## src/rtl/nibble_scan_mux_if.sv

```systemverilog
// Signal bundle for the scanned display multiplexer: channel data and controls in,
// strobe, data and frame marker out.
interface nibble_scan_mux_if #(
  parameter int WIDTH    = 4,
  parameter int CHANNELS = 4
);
  localparam int SEL_W = $clog2(CHANNELS);

  // No valid/ready handshake: inputs are sampled every cycle and outputs are
  // continuously valid registers (channelSel is the live index register).
  logic                      enable;
  logic [CHANNELS*WIDTH-1:0] dataIn;
  logic [CHANNELS-1:0]       blankMask;
  logic                      manualMode;
  logic [SEL_W-1:0]          manualSel;
  logic [WIDTH-1:0]          dataOut;
  logic [CHANNELS-1:0]       anodeN;
  logic [SEL_W-1:0]          channelSel;
  logic                      frameStart;

  modport master (
    output enable, dataIn, blankMask, manualMode, manualSel,
    input  dataOut, anodeN, channelSel, frameStart
  );

  modport slave (
    input  enable, dataIn, blankMask, manualMode, manualSel,
    output dataOut, anodeN, channelSel, frameStart
  );
endinterface

```

## src/rtl/nibble_scan_mux.sv

```systemverilog
// Time-multiplexed display driver: steps through CHANNELS inputs, DIVIDE cycles each,
// blanking the first DEAD cycles of every slot to avoid ghosting between digits.
module nibble_scan_mux #(
  parameter int WIDTH    = 4,
  parameter int CHANNELS = 4,
  parameter int DIVIDE   = 100000,
  parameter int DEAD     = 1000
) (
  input logic              clk,
  input logic              reset,
  nibble_scan_mux_if.slave bus
);
  localparam int SEL_W = $clog2(CHANNELS);
  localparam int PW    = $clog2(DIVIDE);
  localparam int DW    = $clog2(DEAD + 2);
  localparam logic [SEL_W-1:0] LAST_IDX = SEL_W'(CHANNELS - 1);
  localparam logic [PW-1:0]    LAST_PRE = PW'(DIVIDE - 1);

  logic [PW-1:0]    prescaler;
  logic [SEL_W-1:0] index;
  logic [DW-1:0]    deadCount;
  logic [WIDTH-1:0] dataOutQ;
  logic [CHANNELS-1:0] anodeNQ;
  logic             frameStartQ;

  logic             tick;
  logic             display;
  logic             manualOk;
  logic [WIDTH-1:0] channelVal;

  always_comb begin
    tick       = 1'b0;
    display    = 1'b0;
    manualOk   = 1'b0;
    channelVal = bus.dataIn[index*WIDTH +: WIDTH];
    tick       = bus.enable && !bus.manualMode && (prescaler == LAST_PRE);
    display    = bus.enable && (deadCount == '0) && !bus.blankMask[index];
    manualOk   = int'(bus.manualSel) < CHANNELS;
  end

  always_ff @(posedge clk) begin
    if (reset) begin
      prescaler   <= '0;
      index       <= '0;
      deadCount   <= DW'(DEAD);
      dataOutQ    <= '0;
      anodeNQ     <= '1;
      frameStartQ <= 1'b0;
    end else begin
      // Outputs load from pre-edge state, giving one cycle of latency.
      frameStartQ <= tick && (index == LAST_IDX);
      if (display) begin
        dataOutQ <= channelVal;
        anodeNQ  <= ~(CHANNELS'(1) << index);
      end else begin
        dataOutQ <= '0;
        anodeNQ  <= '1;
      end

      if (bus.enable) begin
        if (bus.manualMode) begin
          prescaler <= '0;
          if (manualOk && (bus.manualSel != index)) begin
            index     <= bus.manualSel;
            deadCount <= DW'(DEAD);
          end else if (deadCount != '0) begin
            deadCount <= deadCount - 1'b1;
          end
        end else if (tick) begin
          prescaler <= '0;
          index     <= (index == LAST_IDX) ? '0 : index + 1'b1;
          deadCount <= DW'(DEAD);
        end else begin
          prescaler <= prescaler + 1'b1;
          if (deadCount != '0) deadCount <= deadCount - 1'b1;
        end
      end
    end
  end

  assign bus.dataOut    = dataOutQ;
  assign bus.anodeN     = anodeNQ;
  assign bus.channelSel = index;
  assign bus.frameStart = frameStartQ;
endmodule

```

## src/flat_wrapper.sv

```systemverilog
// flat-port wrapper written by rule: the top's interface ports become plain ports
module nibble_scan_mux_flat 
#(
  parameter int WIDTH    = 4,
  parameter int CHANNELS = 4,
  parameter int DIVIDE   = 100000,
  parameter int DEAD     = 1000
)
  (clk, reset, bus_enable, bus_dataIn, bus_blankMask, bus_manualMode, bus_manualSel, bus_dataOut, bus_anodeN, bus_channelSel, bus_frameStart);
  nibble_scan_mux_if #(.WIDTH(WIDTH), .CHANNELS(CHANNELS)) bus_i ();
  input logic clk;
  input logic reset;
  input wire logic [$bits(bus_i.enable)-1:0] bus_enable;
  input wire logic [$bits(bus_i.dataIn)-1:0] bus_dataIn;
  input wire logic [$bits(bus_i.blankMask)-1:0] bus_blankMask;
  input wire logic [$bits(bus_i.manualMode)-1:0] bus_manualMode;
  input wire logic [$bits(bus_i.manualSel)-1:0] bus_manualSel;
  output wire logic [$bits(bus_i.dataOut)-1:0] bus_dataOut;
  output wire logic [$bits(bus_i.anodeN)-1:0] bus_anodeN;
  output wire logic [$bits(bus_i.channelSel)-1:0] bus_channelSel;
  output wire logic [$bits(bus_i.frameStart)-1:0] bus_frameStart;
  assign bus_i.enable = bus_enable;
  assign bus_i.dataIn = bus_dataIn;
  assign bus_i.blankMask = bus_blankMask;
  assign bus_i.manualMode = bus_manualMode;
  assign bus_i.manualSel = bus_manualSel;
  assign bus_dataOut = bus_i.dataOut;
  assign bus_anodeN = bus_i.anodeN;
  assign bus_channelSel = bus_i.channelSel;
  assign bus_frameStart = bus_i.frameStart;
  nibble_scan_mux #(.WIDTH(WIDTH), .CHANNELS(CHANNELS), .DIVIDE(DIVIDE), .DEAD(DEAD)) u_core (.clk(clk), .reset(reset), .bus(bus_i));
endmodule
```

## config.mk

```make
export PLATFORM = sky130hd
export DESIGN_NAME = nibble_scan_mux_flat
export DESIGN_NICKNAME = d
export VERILOG_FILES = /design/src/rtl/nibble_scan_mux_if.sv /design/src/rtl/nibble_scan_mux.sv /design/src/flat_wrapper.sv
export SDC_FILE = /design/constraint.sdc
export NUM_CORES = 1
export LEC_CHECK = 0
export ABC_CLOCK_PERIOD_IN_PS = 5650
export CAP_MARGIN = 20
export CORE_MARGIN = 8
export CORE_UTILIZATION = 30
export CTS_BUF_LIST = sky130_fd_sc_hd__clkbuf_4
export DETAILED_ROUTE_END_ITERATION = 6
export PLACE_DENSITY = 0.54
export REMOVE_ABC_BUFFERS = 1
export SYNTH_ARGS = -nofsm -noshare
export SYNTH_HDL_FRONTEND = slang
export SYNTH_SLANG_ARGS = --single-unit
```

## constraint.sdc

```tcl
create_clock -name clk -period 5.65 [get_ports clk]
set_input_delay 1.695 -clock clk [delete_from_list [all_inputs] [get_ports clk]]
set_output_delay 1.695 -clock clk [all_outputs]
set_load 0.05 [all_outputs]
```

; ---- Yosys cells after proc, flatten, opt, wreduce, memory -nomap -nowiden
; Cells that the tools add are included.
; W data, S select, Z words.
[totals]
regBits = 38
latch_bits = 0
ramBits = 0
mem_bits_ro = 0
inputBits = 26
output_inout_bits = 11
mem_count = 0
[op_classes]
n_addsub = 3
multipliers = 0
n_div = 0
n_lt_le_gt_ge = 1
n_eq_ne = 4
shift = 2
muxes = 12
bitwise_logic = 2
n_reduce_logical = 12
[ops]
columns = cell, n
row1 = $mux W10, 4
row2 = $mux W17, 2
row3 = $add A17 B1 Y17 const B, 1
row4 = $eq A17 B17 Y1 const B, 1
row5 = $shiftx A16 B5 Y4, 1
row6 = $logic_not A10 Y1, 1
row7 = $reduce_bool A10 Y1, 1
row8 = $sub A10 B1 Y10 const B, 1
row9 = $mux W2, 4
row10 = $logic_and A1 B1 Y1, 5
row11 = $not A4 Y4, 1
row12 = $shl A1 B2 Y4 const A, 1
row13 = $lt A2 B3 Y1 const B, 1
row14 = $reduce_and A3 Y1, 1
row15 = $add A2 B1 Y2 const B, 1
row16 = $bmux W1 S2, 1
row17 = $eq A2 B2 Y1 const B, 1
row18 = $logic_not A1 Y1, 2
row19 = $ne A2 B1 Y1 const B, 1
row20 = $ne A2 B2 Y1, 1
row21 = $reduce_bool A2 Y1, 1
row22 = $reduce_or A2 Y1, 1
row23 = $mux W1, 1
row24 = $not A1 Y1, 1

; ---- Longest topological paths before layout
; Gate-level depths: netlist of the first run.
[logic_depth]
ltp_word = 6
depth_mapped = 7
ltp_nobuf = 6

; ---- Worst setup path after synthesis of the first run
; No wires, ideal clock.
[synth_path]
kind = input-to-reg
startpoint = input bus_manualMode
endpoint = register u_core.index[0], in the netlist u_core.bus.channelSel[0]
setup_time_ns = 0.065
arrival_ns = 3.050
required_ns = 5.585
slack_ns = 2.535
cell_stages = 6
path_buffers = 2
cell_sequence = clkbuf_1 a21boi_0 clkbuf_1 a22o_1 mux2_1 nor2_1
[synth_between]
elab_chain_cells = 5
elab_cells_between_ends = 7
cone_classes = eq/ne: 1 / mux: 1 / reduce/logical: 5
[synth_rtl]
columns = item, line_no
row1 = from (decl), flat_wrapper.sv:16  ; input wire logic [$bits(bus_i.manualMode)-1:0] bus_manualMode;
row2 = $logic_not A1 Y1, nibble_scan_mux.sv:36  ; tick = bus.enable && !bus.manualMode && (prescaler == LAST_PRE);
row3 = $logic_and A1 B1 Y1 (2 in a row), nibble_scan_mux.sv:36
row4 = $reduce_bool A2 Y1 (no line), --
row5 = $reduce_and A3 Y1 (no line), --
row6 = to (signal assigned), nibble_scan_mux.sv:64  ; index <= bus.manualSel;
row7 = to (signal assigned), nibble_scan_mux.sv:71  ; index <= (index == LAST_IDX) ? '0 : index + 1'b1;
row8 = to (decl), nibble_scan_mux.sv:20  ; logic [SEL_W-1:0] index;
; Several ways; a longest one is shown, not always the timed one.
; A chain may end at the register's enable or synchronous reset.

; ---- Worst setup path after layout of the first run
[layout_path]
startpoint = input bus_enable
endpoint = register u_core.index[0], in the netlist u_core.bus.channelSel[0]
[layout_between]
elab_chain_cells = 4
[layout_rtl]
columns = item, line_no
row1 = from (decl), flat_wrapper.sv:13  ; input wire logic [$bits(bus_i.enable)-1:0] bus_enable;
row2 = $logic_and A1 B1 Y1 (2 in a row), nibble_scan_mux.sv:36
row3 = $reduce_bool A2 Y1 (no line), --
row4 = $reduce_and A3 Y1 (no line) (*), --
; Mark *: on every way between the ends. The rest lies on a longest branch, timed or not.

==> flow_metrics.env, run 1 <==
export IMPL_placeableCoreArea_um2=6720
export IMPL_placement_io_buffers=36
export IMPL_dieArea_um2=9770
export IMPL_diodes=0
export IMPL_met3_wirelength_um=205
export IMPL_postCtsHoldBufs=0
export IMPL_clkTransAtPathRegs_ns=0.12
export IMPL_worstPathRequired_ns=5.93
export IMPL_power_total_w=0.000588
export IMPL_clock_sinks=38
export IMPL_vias_cell=5.41
export IMPL_seq_area_frac_synth_pct=36.9
export IMPL_cap_viol_max_count=0
export IMPL_clkLatencyLatePin_ns=0.36
export IMPL_finClkSkew_ns=0.0168
export IMPL_dr_max_layer_used="met4"
export IMPL_max_slew_headroom_pct=36.6
export IMPL_sequentialPowerShare_pct=47.7
export IMPL_num_vias=1824
export IMPL_worst_setup_path_end_kind="register"
export IMPL_intPower_w=0.000447
export IMPL_global_route_wire_length_before_repair_um=8540
export IMPL_synth_enable_flop_cells=0
export IMPL_multiInputGateArea_um2=1200
export IMPL_combinational_share_of_power_pct=12.5
export IMPL_critical_path_max_fanout=16
export IMPL_post_route_drc_count=0
export IMPL_asyncSetResetFlopFracSynth_pct=0
export IMPL_cts_path_max_buffers=2
export IMPL_post_synth_main_area_contributors="dfxtp_1 37%, mux4_2 5.5%, ha_1 3.6%, nand2_1 3.3%, a311oi_1 3.0%"
export IMPL_status="finished, final reports clean"
export IMPL_cts_htree_levels=2
export IMPL_final_net_count=288
export IMPL_grt_usage_pct=10.5
export IMPL_layout_cells_most_common="dfxtp_1"
export IMPL_synth_area_leader_cell="dfxtp_1"
export IMPL_start_util_pct=30.7
export IMPL_wl_per_cell_um=15.0
export IMPL_fmaxAchievable_ghz=0.271
export IMPL_synth_ff_latch_count=38
export IMPL_grt_max_degree=26
export IMPL_antenna_found_initial=0
export IMPL_pwr_density_cell_nw_per_um2=230
export IMPL_x_dimension_of_the_die_um=98.9
export IMPL_average_instance_area_after_synthesis_um2=9.07
export IMPL_min_delay_path_class="register to register"
export IMPL_net_switching_component_of_the_power_w=0.000141
export IMPL_grt_overflow=0
export IMPL_cts_resized=0
export IMPL_postSynth_topFlopCell="dfxtp_1"
export IMPL_clock_power_share_pct=39.7
export IMPL_first_iter_violations=63
export IMPL_pin_count=37
export IMPL_wl_um=5040
export IMPL_synth_cell_area_um2=2060
export IMPL_dp_hpwl_um=3540
export IMPL_worstPathArrival_ns=3.97
export IMPL_ant_nets=0
export IMPL_tightest_slew_ns=0.948
export IMPL_first_global_vias=1725
export IMPL_cts_repair_timing_setup_buffer_count=0
export IMPL_placed_inst_area_um2=2450
export IMPL_post_route_cell_area_um2=2550
export IMPL_cts_tree="built"
export IMPL_synth_largest_type_area_fraction_pct=36.9
export IMPL_finalMaxSlewViolations=0
export IMPL_numCtsBuffers=5
export IMPL_ir_worst_vdd_v=0.000112
export IMPL_power_static_leakage_nw=0.852
export IMPL_final_fill_count=682
export IMPL_syn_inst=227
export IMPL_gpl_final_weighted_congestion=0.759
export IMPL_wl_met2_um=2360
export IMPL_synthesis_yosys_warnings=0
export IMPL_timing_worst_setup_path_type="primary input to register"
export IMPL_power_share_switching_pct=24.0
export IMPL_setup_viol=0
export IMPL_share_of_layout_cells_above_drive_strength_1_pct=8.95
export IMPL_clock_tree_root_cell="clkbuf_4"
export IMPL_ys_types=56
export IMPL_tns_ns=0
export IMPL_rsz0062_at_grt="false"
export IMPL_drt_pass1_iterations=4
export IMPL_synthToLayoutAreaGrowth_pct=24.1
export IMPL_min_period_over_period_pct=65.3
export IMPL_layout_area_seq_um2=761
export IMPL_hold_viol_final=0
export IMPL_layout_min_cycle_time_ns=3.69
export IMPL_layout_cells_most_common_list="38 x dfxtp_1, 36 x clkdlybuf4s50_1, 18 x nand2_1"
export IMPL_die_height_um=98.9
export IMPL_route_layer_met1_wl_um=2400
export IMPL_setup_worst_path_start_class="primary input"
export IMPL_placementRows=30
## layer usage
metal	track usage, %	up-vias
met2	17.2	46
met4	4.37	0
met3	2.26	7
li1	-	925
met1	13.1	846
met5	0	-
## cells in the mapped netlist, types with 3 or more instances
cell type and instances:
dfxtp_1 38, nand2_1 18, nor2_1 14, nand3_1 12, a21oi_1 11, clkbuf_1 10
nor3_1 9, o21ai_0 8, a311oi_1 7, nand4_1 7, ha_1 6, a31oi_1 5
and3_1 5, inv_1 5, mux4_2 5, a41oi_1 4, and2_1 4, nand4b_1 4
a211oi_1 3, nor2b_1 3, o21ai_1 3
## critical path: stages
cell	delay, ns
clkdlybuf4s50_1	0.71
buf_4	0.29
inv_1	0.22
nor2_1	0.39
a22o_1	0.26
mux2_1	0.32
nor2_1	0.08
## cell type report
type                       instances  share of cell area (%)
sequential                        38                    29.8
inverter                           5                   0.735
tap                               80                    3.92
multi-input combinational        168                    46.9
clock buffer                       5                    1.47
timing repair buffer              38                    14.7
clock inverter                     3                    2.50
## power groups by stage
stage | Sequential, W | Clock (W) | Combinational [W]
after floorplan | 0.000288 | 0 | 0.0000365
after global placement | 0.000287 | 0 | 0.0000732
after detailed placement | 0.000287 | 0 | 0.0000735
after CTS | 0.000281 | 0.000238 | 0.0000737
after global routing | 0.000282 | 0.000250 | 0.0000805
final | 0.000281 | 0.000234 | 0.0000735
## metrics by stage
stage               utilization, %  cells  hold WS [ns]  setup WS, ns
floorplan                        -    211         0.438          2.48
global placement              36.5    329         0.454          1.61
detailed placement            36.5    329         0.460          1.57
CTS                           38.0    337         0.479          1.95
global route                  38.0    337         0.515          1.81
finish                        38.0    337         0.473          1.96
## final timing paths
kind	startpoint	to	slack, ns	cells after the start
worst max-delay path	bus_enable	u_core.bus.channelSel[0]	1.96	7
worst max register to register	u_core.prescaler[0]	u_core.prescaler[13]	3.19	6
worst min register to register	u_core.deadCount[0]	u_core.deadCount[0]	0.47	1
worst min-delay path	u_core.deadCount[0]	u_core.deadCount[0]	0.47	1
## registers in the layout, indices dropped and copies added, names as in the netlist
register and count:
u_core.bus.frameStart 1, u_core.bus.dataOut 4, u_core.prescaler 17, u_core.deadCount 10, u_core.bus.channelSel 2, u_core.bus.anodeN 4
## cells by family after synthesis
family	count (synthesis)	synth area share [%]
muxes	8	7.05
and+or+nand+nor	93	26.8
xor gates and xnor gates	2	0.851
adders and majority gates	6	3.65
DFF	38	36.9
buffers and inverters	21	4.86
AOI/OAI and AO/OA	59	19.9
No activity file was read; power rests on OpenSTA's default activity.
==> run 2, diff against run 1 <==
- ABC_CLOCK_PERIOD_IN_PS: 5650 -> 3200
- PLACE_DENSITY: 0.54 -> 0.55
- clock period: 5.65 -> 3.2 ns (I/O delays scaled with it)
==> flow_metrics.env, run 2 (same netlist as run 1, synthesis figures left out) <==
export IMPL_status="finished, final reports clean"
export IMPL_cts_repair_timing_setup_buffer_count=0
export IMPL_crit_start="u_core.bus.channelSel[0]"
export IMPL_global_route_usage_met3_pct=2.82
export IMPL_postCtsHoldBufs=0
export IMPL_post_route_drc_count=0
export IMPL_final_core_util_pct=38.4
export IMPL_clock_sinks=38
export IMPL_x_dimension_of_the_die_um=98.9
export IMPL_clkLatencyLatePin_ns=0.35
export IMPL_intPower_w=0.000646
export IMPL_final_net_count=298
export IMPL_min_period_over_period_pct=76.8
export IMPL_tns_ns=0
export IMPL_drt_pass1_iterations=4
export IMPL_grt_usage_pct=11.2
export IMPL_max_slew_headroom_pct=50.5
export IMPL_die_height_um=98.9
export IMPL_synthToLayoutAreaGrowth_pct=25.4
export IMPL_ant_nets=0
export IMPL_globalRouteMet1Util_pct=13.5
export IMPL_clock_power_share_pct=28.1
export IMPL_wl_per_cell_um=15.0
export IMPL_registers_top_by_ff_count="u_core.prescaler"
export IMPL_worstPathRequired_ns=2.24
export IMPL_diodes=0
export IMPL_gr_usage_met2_pct=18.0
export IMPL_first_iter_violations=76
export IMPL_placement_io_buffers=36
export IMPL_vias_cell=5.37
export IMPL_top_regs="u_core.prescaler: 17 flops, u_core.deadCount: 10 flops"
export IMPL_cap_viol_max_count=0
export IMPL_grt_overflow=0
export IMPL_cts_tree="built"
export IMPL_ir_worst_vdd_v=0.000136
export IMPL_min_delay_path_class="register to register"
export IMPL_start_util_pct=30.7
export IMPL_critical_path_slowest_cell="clkdlybuf4s50_1"
export IMPL_reg2reg_from="u_core.prescaler[0]"
export IMPL_fmaxAchievable_ghz=0.407
export IMPL_clkTransAtPathRegs_ns=0.11
export IMPL_pwr_density_cell_nw_per_um2=343
export IMPL_placeableCoreArea_um2=6720
export IMPL_layout_cells_most_common_list="38 x dfxtp_1, 36 x clkdlybuf4s50_1, 18 x nand2_1"
export IMPL_dieArea_um2=9770
export IMPL_worst_hold_startpoint="u_core.deadCount[0]"
export IMPL_globalRoute_busiestLayer="met2"
export IMPL_gpl_final_weighted_congestion=0.822
export IMPL_global_route_wire_length_before_repair_um=8900
export IMPL_critical_path_max_fanout=2
export IMPL_tightest_slew_ns=0.737
export IMPL_share_of_layout_cells_above_drive_strength_1_pct=12.4
export IMPL_power_static_leakage_nw=0.882
export IMPL_sequentialPowerShare_pct=55.4
export IMPL_setup_viol=0
export IMPL_worst_setup_path_end_kind="output port"
export IMPL_numCtsBuffers=5
export IMPL_timing_critical_path_buf_inv=1
export IMPL_critical_path_top_delay_family="buffers and inverters"
export IMPL_timing_worst_setup_path_type="register to output port"
export IMPL_finalMaxSlewViolations=0
export IMPL_net_switching_component_of_the_power_w=0.000239
export IMPL_setup_worst_path_start_class="register"
export IMPL_combinational_share_of_power_pct=16.5
export IMPL_largest_register_ffs=17
export IMPL_hold_viol_final=0
export IMPL_antenna_found_initial=0
export IMPL_num_vias=1862
export IMPL_cp_cell_sequence="clkdlybuf4s50_1"
export IMPL_pin_count=37
export IMPL_wl_um=5200
export IMPL_power_total_w=0.000886
export IMPL_clock_tree_root_cell="clkbuf_4"
export IMPL_worstPathArrival_ns=1.50
export IMPL_first_global_vias=1877
export IMPL_cp_slowest_stage_delay_ns=0.81
export IMPL_rsz0062_at_grt="false"
export IMPL_cts_path_max_buffers=2
export IMPL_cts_htree_levels=2
export IMPL_finClkSkew_ns=0.0121
export IMPL_power_share_switching_pct=27.0
export IMPL_grt_max_degree=23
export IMPL_cts_resized=0
export IMPL_dp_hpwl_um=3820
export IMPL_layout_min_cycle_time_ns=2.46
export IMPL_layout_cells_most_common="dfxtp_1"
export IMPL_placementRows=30
[run 2: power by group through the flow]
stage | Combinational [W] | Clock (W) | Sequential (W)
after floorplan | 0.0000644 | 0 | 0.000508
after global placement | 0.000145 | 0 | 0.000501
after detailed placement | 0.000147 | 0 | 0.000501
after CTS | 0.000147 | 0.000264 | 0.000491
after global routing | 0.000162 | 0.000282 | 0.000492
final | 0.000146 | 0.000249 | 0.000491
[run 2: area by class of cell]
| cell class | instances | area [um2] |
|---|---|---|
| Fill cell | 695 | 4140 |
| Multi-Input combinational cell | 168 | 1200 |
| Sequential cell | 38 | 761 |
| Timing Repair Buffer | 48 | 450 |
| Tap cell | 80 | 100 |
| Clock buffer | 6 | 45.0 |
| Inverter | 5 | 18.8 |
| Clock inverter | 2 | 8.76 |
[run 2: through the flow]
| step | cells | area, um2 | worst slack (ns) | hold WS [ns] |
|---|---|---|---|---|
| floorplan | 211 | 1980 | 0.762 | 0.438 |
| global placement | 339 | 2530 | 0.447 | 0.453 |
| detailed placement | 339 | 2530 | 0.378 | 0.466 |
| CTS | 347 | 2580 | 0.712 | 0.484 |
| global route | 347 | 2580 | 0.617 | 0.491 |
| finish | 347 | 2580 | 0.742 | 0.473 |
[run 2: routing by layer]
layer  vias to the layer above  part of all wire [%]
met3                         9                   3.5
met4                         0                   2.0
li1                        944                     -
met1                       874                    48
met2                        35                    46
met5                         -                     0
[run 2: path summary, 6_finish.rpt]
kind,cells past startpoint,slack (ns),endpoint
hold / removal,1,0.47,u_core.deadCount[0]
setup reg to reg,6,1.00,u_core.bus.channelSel[0]
hold reg to reg,1,0.47,u_core.deadCount[0]
setup / recovery,1,0.74,bus_channelSel[0]
==> run 3, diff against run 2 <==
- ABC_CLOCK_PERIOD_IN_PS: 3200 -> 2260
- clock period: 3.2 -> 2.26 ns (I/O delays scaled with it)
==> flow_metrics.env, run 3 (same netlist as run 1, synthesis figures left out) <==
export IMPL_dpl_cell_count=353
export IMPL_cts_resized=0
export IMPL_vias_cell=5.34
export IMPL_top_regs="u_core.prescaler: 17 flops, u_core.deadCount: 10 flops"
export IMPL_layout_cells_most_common="dfxtp_1"
export IMPL_timing_critical_path_buf_inv=1
export IMPL_gpl_final_weighted_congestion=0.778
export IMPL_final_fill_count=662
export IMPL_dieArea_um2=9770
export IMPL_grt_overflow=0
export IMPL_pwr_density_cell_nw_per_um2=470
export IMPL_numCtsBuffers=5
export IMPL_final_net_count=312
export IMPL_postCtsHoldBufs=0
export IMPL_wl_um=5180
export IMPL_finClkSkew_ns=0.0134
export IMPL_cts_repair_timing_setup_buffer_count=0
export IMPL_placeableCoreArea_um2=6720
export IMPL_x_dimension_of_the_die_um=98.9
export IMPL_wl_per_cell_um=14.3
export IMPL_ir_worst_vdd_v=0.000226
export IMPL_first_iter_violations=58
export IMPL_worst_r2r_cell_count=6
export IMPL_post_route_cell_area_um2=2730
export IMPL_rsz0062_at_grt="false"
export IMPL_power_static_leakage_nw=0.972
export IMPL_status="finished, final reports clean"
export IMPL_setup_viol=0
export IMPL_pin_count=37
export IMPL_min_delay_path_class="register to register"
export IMPL_cts_tree="built"
export IMPL_dp_hpwl_um=3790
export IMPL_start_util_pct=30.7
export IMPL_reg2reg_from="u_core.prescaler[0]"
export IMPL_layout_area_seq_um2=761
export IMPL_worst_hold_startpoint="u_core.deadCount[0]"
export IMPL_crit_reg2reg_capture="u_core.bus.channelSel[0]"
export IMPL_placed_inst_area_um2=2680
export IMPL_num_vias=1926
export IMPL_global_route_wire_length_before_repair_um=9020
export IMPL_sequentialPowerShare_pct=54.4
export IMPL_registers_top_by_ff_count="u_core.prescaler"
export IMPL_cts_htree_levels=2
export IMPL_finalNonFillerCells=361
export IMPL_worstPathArrival_ns=1.46
export IMPL_worst_setup_path_end_kind="output port"
export IMPL_synthToLayoutAreaGrowth_pct=32.7
export IMPL_share_of_layout_cells_above_drive_strength_1_pct=17.4
export IMPL_min_period_over_period_pct=94.8
export IMPL_combinational_share_of_power_pct=17.8
export IMPL_placementRows=30
export IMPL_clock_sinks=38
export IMPL_intPower_w=0.000938
export IMPL_tightest_slew_ns=0.516
export IMPL_cap_viol_max_count=0
export IMPL_critical_path_slowest_cell="clkdlybuf4s50_1"
export IMPL_max_slew_headroom_pct=65.5
export IMPL_post_route_drc_count=0
export IMPL_layout_cells_most_common_list="38 x dfxtp_1, 34 x clkdlybuf4s50_1, 24 x buf_4"
export IMPL_clock_power_share_pct=27.8
export IMPL_layout_min_cycle_time_ns=2.14
export IMPL_ant_nets=0
export IMPL_critical_path_top_delay_family="buffers and inverters"
export IMPL_antenna_found_initial=0
export IMPL_clkLatencyLatePin_ns=0.35
export IMPL_timing_worst_setup_path_type="register to output port"
export IMPL_hold_viol_final=0
export IMPL_drt_pass1_iterations=4
export IMPL_clkTransAtPathRegs_ns=0.11
export IMPL_diodes=0
export IMPL_grt_max_degree=26
export IMPL_largest_register_ffs=17
export IMPL_grt_usage_pct=11.2
export IMPL_regToRegSetupSlack_ns=0.25
export IMPL_first_global_vias=1910
export IMPL_setup_worst_path_start_class="register"
export IMPL_clock_tree_root_cell="clkbuf_4"
export IMPL_cp_cell_sequence="clkdlybuf4s50_1"
export IMPL_multiInputGateArea_um2=1200
export IMPL_hold_worst_slack_ns=0.476
export IMPL_die_height_um=98.9
export IMPL_power_share_switching_pct=27.0
export IMPL_finalMaxSlewViolations=0
export IMPL_net_switching_component_of_the_power_w=0.000347
export IMPL_cp_slowest_stage_delay_ns=0.81
export IMPL_fmaxAchievable_ghz=0.467
export IMPL_min_to="u_core.deadCount[0]"
export IMPL_critical_path_max_fanout=1
export IMPL_worstPathRequired_ns=1.58
export IMPL_cts_path_max_buffers=2
export IMPL_placement_io_buffers=36
export IMPL_timing_hold_worst_path_depth=1
-- run 3: cell type report --
cell class                      count  share of cell area (%)
Clock buffer                        6                    1.65
Sequential cell                    38                    27.8
Timing Repair Buffer               62                    22.0
Tap cell                           80                    3.66
Multi-Input combinational cell    168                    43.9
Clock inverter                      2                   0.321
Inverter                            5                   0.687
-- run 3: worst max-delay path by stage --
| stage | start | end | slack [ns] | cells after the start |
|---|---|---|---|---|
| 5_1_grt | u_core.prescaler[0] | u_core.bus.channelSel[0] | 0.02 | 6 |
| 3_5_place_dp | bus_manualMode | u_core.prescaler[7] | -0.08 | 6 |
| 2_1_floorplan | u_core.bus.channelSel[0] | u_core.bus.channelSel[0] | -0.12 | 5 |
| 3_3_place_gp | bus_manualMode | u_core.prescaler[7] | -0.03 | 6 |
| 4_1_cts | u_core.bus.dataOut[2] | bus_dataOut[2] | 0.09 | 1 |
| 6_report | u_core.bus.dataOut[2] | bus_dataOut[2] | 0.12 | 1 |
-- run 3: metal layers --
metal,global-route usage [%],part of all wire [%]
met4,5.31,1.6
met2,17.6,45
met1,14.0,49
met3,2.54,4.2
met5,0,0
-- run 3: power groups by stage --
stage	combinational [W]	clock (W)	sequential (W)
3_3_place_gp	0.000227	0	0.000714
6_report	0.000229	0.000357	0.000700
5_1_grt	0.000251	0.000402	0.000702
2_1_floorplan	0.0000912	0	0.000719
3_5_place_dp	0.000229	0	0.000714
4_1_cts	0.000230	0.000379	0.000700
-- run 3: stage by stage --
stage	total power, W	util [%]	setup TNS [ns]	setup WS [ns]
2_1_floorplan	0.000811	-	-0.133	-0.121
3_3_place_gp	0.000942	39.9	-0.0599	-0.0329
3_5_place_dp	0.000943	39.9	-0.313	-0.0787
4_1_cts	0.00131	40.7	0	0.0867
5_1_grt	0.00136	40.7	0	0.0208
6_report	0.00129	40.7	0	0.117
